$ cat src/rtl/hazard_ctrl.sv
// Hazard control for the 5-stage core: forwarding selects, load-use/branch/mul-div stalls and flushes,
// mul/div start/done sequencing, and saturating stall/flush event counters (outputs combinational, counters +1 cycle).
module hazard_ctrl #(
    parameter int CNT_W = 32
) (
    input  logic             clk,
    input  logic             reset,
    input  logic [4:0]       Rs1D,
    input  logic [4:0]       Rs2D,
    input  logic [4:0]       Rs1E,
    input  logic [4:0]       Rs2E,
    input  logic [4:0]       RdE,
    input  logic [4:0]       RdM,
    input  logic [4:0]       RdW,
    input  logic             ResultSrcE0,
    input  logic             RegWriteM,
    input  logic             RegWriteW,
    input  logic             PCSrcE,
    input  logic             MdE,
    input  logic             MdDone,
    output logic             MdStart,
    output logic             StallF,
    output logic             StallD,
    output logic             StallE,
    output logic             FlushD,
    output logic             FlushE,
    output logic             FlushM,
    output logic [1:0]       ForwardAE,
    output logic [1:0]       ForwardBE,
    output logic [CNT_W-1:0] StallCount,
    output logic [CNT_W-1:0] FlushCount
);

    typedef enum logic {
        IDLE = 1'b0,
        BUSY = 1'b1
    } md_state_t;

    md_state_t state;
    logic      lw_stall;
    logic      md_stall;

    // M stage wins over W: it holds the younger write to the same register.
    function automatic logic [1:0] fwd_sel(
        input logic [4:0] rs,
        input logic [4:0] rd_m,
        input logic       wr_m,
        input logic [4:0] rd_w,
        input logic       wr_w
    );
        logic [1:0] sel;
        sel = 2'b00;
        if (rs != 5'd0) begin
            if (wr_m && (rd_m == rs))
                sel = 2'b10;
            else if (wr_w && (rd_w == rs))
                sel = 2'b01;
        end
        return sel;
    endfunction

    always_comb begin
        lw_stall = ResultSrcE0 && (RdE != 5'd0) && ((Rs1D == RdE) || (Rs2D == RdE));
        md_stall = ((state == IDLE) && MdE) || ((state == BUSY) && !MdDone);
    end

    always_comb begin
        MdStart   = 1'b0;
        StallF    = 1'b0;
        StallD    = 1'b0;
        StallE    = 1'b0;
        FlushD    = 1'b0;
        FlushE    = 1'b0;
        FlushM    = 1'b0;
        ForwardAE = 2'b00;
        ForwardBE = 2'b00;
        if (!reset) begin
            ForwardAE = fwd_sel(Rs1E, RdM, RegWriteM, RdW, RegWriteW);
            ForwardBE = fwd_sel(Rs2E, RdM, RegWriteM, RdW, RegWriteW);
            MdStart   = (state == IDLE) && MdE;
            if (md_stall) begin
                // E holds the mul/div; a bubble goes into M until the result is ready.
                StallF = 1'b1;
                StallD = 1'b1;
                StallE = 1'b1;
                FlushM = 1'b1;
            end else if (PCSrcE) begin
                // The D instruction is squashed, so any load-use hazard on it is moot.
                FlushD = 1'b1;
                FlushE = 1'b1;
            end else if (lw_stall) begin
                StallF = 1'b1;
                StallD = 1'b1;
                FlushE = 1'b1;
            end
        end
    end

    always_ff @(posedge clk) begin
        if (reset) begin
            state      <= IDLE;
            StallCount <= '0;
            FlushCount <= '0;
        end else begin
            case (state)
                IDLE: if (MdE) state <= BUSY;
                BUSY: if (MdDone) state <= IDLE;
                default: state <= IDLE;
            endcase
            if (StallF && (StallCount != {CNT_W{1'b1}}))
                StallCount <= StallCount + CNT_W'(1);
            if (FlushD && (FlushCount != {CNT_W{1'b1}}))
                FlushCount <= FlushCount + CNT_W'(1);
        end
    end

endmodule
$ cat config.mk
export PLATFORM = sky130hd
export DESIGN_NAME = hazard_ctrl
export DESIGN_NICKNAME = d
export VERILOG_FILES = /design/src/rtl/hazard_ctrl.sv
export SDC_FILE = /design/constraint.sdc
export NUM_CORES = 1
export LEC_CHECK = 0
export CAP_MARGIN = 40
export CORE_ASPECT_RATIO = 1.1
export CORE_UTILIZATION = 28
export DETAILED_ROUTE_END_ITERATION = 10
export HOLD_SLACK_MARGIN = 0.12
export PLACE_DENSITY = 0.56
export SYNTH_ARGS = -nofsm -noshare
export SYNTH_HDL_FRONTEND = slang
export SYNTH_SLANG_ARGS = --single-unit
$ cat constraint.sdc
create_clock -name clk -period 1.9 [get_ports clk]
set_input_delay 0.285 -clock clk [delete_from_list [all_inputs] [get_ports clk]]
set_output_delay 0.285 -clock clk [all_outputs]
set_load 0.02 [all_outputs]
==> run_results.csv <==
group,metric,value,unit
run_status,outcome,"finished with violations",
run_status,violations,"design-rule violations, negative setup slack",
pwr,p_per_area,511,nW/µm²
floorplanning,die_area,13500,µm²
clock_tree,clock_tree.root_cell,"clkbuf_16",
floorplanning,ios,118,
yosys,yosys.area.top_type,"dfxtp_1",
floorplanning,die_w,111,µm
yosys,synth_fp_nets,498,
yosys,synth_seq_cells,65,
yosys,synth.top_cell.area_share,35.6,%
clock_tree,cts_buffer_depth,2,
setup_path,path_class,"reg -> reg",
detailed_routing,ant_nets,0,
clock_tree,ctsHoldBuffers,0,
timing,drv_slew,0,
final_layout,antenna_cells,0,
yosys,syn_area,3660,µm²
clock_tree,clkTransAtPathRegs,0.06,ns
yosys,avgSynthCellArea,8.08,µm²
setup_path,cp-start-kind,"flop",
floorplanning,rows,43,
timing,holdWs,0.489,ns
detailed_routing,wl,12900,µm
setup_path,cp_max_fo,3,
global_routing,grt_max_degree,40,
placement,place_area,5770,µm²
detailed_routing,drc,14,
final_layout,mostFrequentLayoutCells,"buf_4, clkdlybuf4s50_1, nor2_1",
timing,finalHoldViolCount,0,
clock_tree,htreeDepth,3,
clock_tree,cts-buffers-inserted,9,
yosys,netlist_instances,453,
global_routing,grt_first_pass_wirelength,20100,µm
detailed_routing,wl_met1,5490,µm
final_layout,final_nets,713,
yosys,ys.flop_type,"dfxtp_1",
timing,fin_ws,-0.0585,ns
detailed_routing,highest_layer,"met4",
clock_tree,cts_tree,"done",
yosys,ys_top_cells_by_area,"dfxtp_1, xnor2_1, xor2_1, nor2_1, nand3_1",
clock_tree,insertion_delay,0.34,ns
final_layout,fin_area,6510,µm²
setup_path,cp.arrival,2.24,ns
detailed_routing,met3_length,616,µm
detailed_routing,viasPerCell,5.09,
timing,fin_crit_sh,103,%
yosys,ys_seq_area_share,35.6,%
clock_tree,cts.sink_count,65,
detailed_routing,wire_per_inst,15.6,µm
pwr,peakVddDrop,0.000337,V
timing,rsz0062_at_grt,"yes",
placement,gp_congestion,0.850,
placement,hpwl,9110,µm
pwr,p_leak,2.40,nW
yosys,ys_warn_count,0,
detailed_routing,firstDrtPassIters,8,
setup_path,crit_path_end_kind,"flop",
global_routing,grt_overflow,0,
timing,finClkSkew,0.00865,ns
floorplanning,fp.coreArea,12700,µm²
timing,fmaxAchievable,0.511,GHz
detailed_routing,met2WireLength,6450,µm
yosys,async_reset_ff_share,0,%
yosys,ys_types,44,
hold_path,hold_path.class,"in -> reg",
timing,relSlewSlack,69.6,%
setup_path,crit_required,2.18,ns
final_layout,drive_above_1_share,36.7,%
detailed_routing,drt-initial-drc-count,187,
placement,port_buffers,117,
detailed_routing,vias,4214,
final_layout,final_common_cell,"buf_4",
timing,finalSetupViolCount,1,
pwr,power.total,3.33,mW
floorplanning,die_h,122,µm
run,max-cap-violations,0,
global_routing,antenna_found_initial,0,
floorplanning,initial_utilization,28.8,%
timing,period_needed,1.96,ns
global_routing,grt_pass1_vias,4150,
timing,worst_pin_slew,0.455,ns
yosys,synth_edf_count,0,
final_layout,syn2layout_area_growth,77.8,%
global_routing,groute.usage.overall,18.7,%
==> cells in the mapped netlist (all sizes together) (2+ instances only) <==
| master | instances |
|---|---|
| mux2i | 2 |
| and3 | 11 |
| nand4 | 18 |
| o311ai | 5 |
| nor3b | 6 |
| ha | 2 |
| o21ai | 21 |
| nor2b | 4 |
| inv | 8 |
| nand2 | 29 |
| o31a | 3 |
| a211oi | 2 |
| xor2 | 27 |
| or4 | 11 |
| dfxtp | 65 |
| and2 | 4 |
| nand3 | 28 |
| nor4 | 16 |
| o41ai | 6 |
| nor3 | 9 |
| nor2 | 47 |
| buf | 9 |
| or3 | 20 |
| clkbuf | 15 |
| o21a | 2 |
| mux2 | 2 |
| xnor2 | 28 |
| a21oi | 26 |
| or2 | 5 |
| and4 | 8 |
| o31ai | 5 |
| o211ai | 2 |
==> metal layers <==
metal / vias up / track usage, %
li1: 2088 / -
met1: 1984 / 21.9
met2: 116 / 32.8
met3: 26 / 4.08
met4: 0 / 8.73
met5: - / 0
==> final cells by class <==
class	instances	area, µm²
flip-flops and latches	65	1370
multi-input cells	356	2590
clock inverters	1	5.00
well taps	157	196
repair buffers	228	2060
clock buffers	13	250
inverters	8	32.5
fillers	1220	6190
==> flip-flops by register name, summed over array words and instances (netlist names) <==
signal and flops:
FlushCount 32, state 1, StallCount 32
==> stage by stage <==
stage	cells	setup WS (ns)	util [%]	setup TNS [ns]
global placement	801	-0.804	45.4	-34.37
detailed placement	801	-0.871	45.4	-37.33
finish	828	-0.0585	51.2	-0.0585
floorplan	453	-0.0708	-	-0.278
CTS	824	-0.0821	48.6	-0.0821
global route	828	-0.111	51.2	-0.822
==> final timing paths <==
path	slack, ns	cells after the start	startpoint	to
hold / removal	0.49	3	reset	StallCount[7]
setup / recovery	-0.06	6	StallCount[14]	StallCount[29]
hold reg to reg	0.51	2	FlushCount[26]	FlushCount[26]
setup reg to reg	-0.06	6	StallCount[14]	StallCount[29]
==> where the power goes <==
group          switching [mW]  total, mW  internal (mW)
combinational           0.226      0.459          0.233
sequential            0.00513       1.37           1.36
clock                   0.601       1.50          0.903
total                   0.832       3.33           2.50
==> worst max-delay path, stage by stage (launching register included) <==
cell and delay (ns):
dfxtp_4 0.34, and4_4 0.23, nand4_1 0.13, or3_4 0.40
or2_4 0.25, or4_4 0.41, a21oi_2 0.12
==> kinds of logic after synthesis <==
logic type	after synthesis	share of synthesized area, %
simple gates	217	32.1
compound gates	78	13.5
flops	65	35.6
xor+xnor	55	13.2
buf+inv	32	3.90
mux	4	1.16
fa+ha+maj	2	0.684
==> repair_timing <==
action | CTS | global route
endpoints found under the setup margin | 54 | 60
buffers inserted | 6 | 5
pin swaps | 28 | 35
cloned | 3 | 1
gates resized for setup | 128 | 90
No activity file was read; power rests on OpenSTA's default activity.
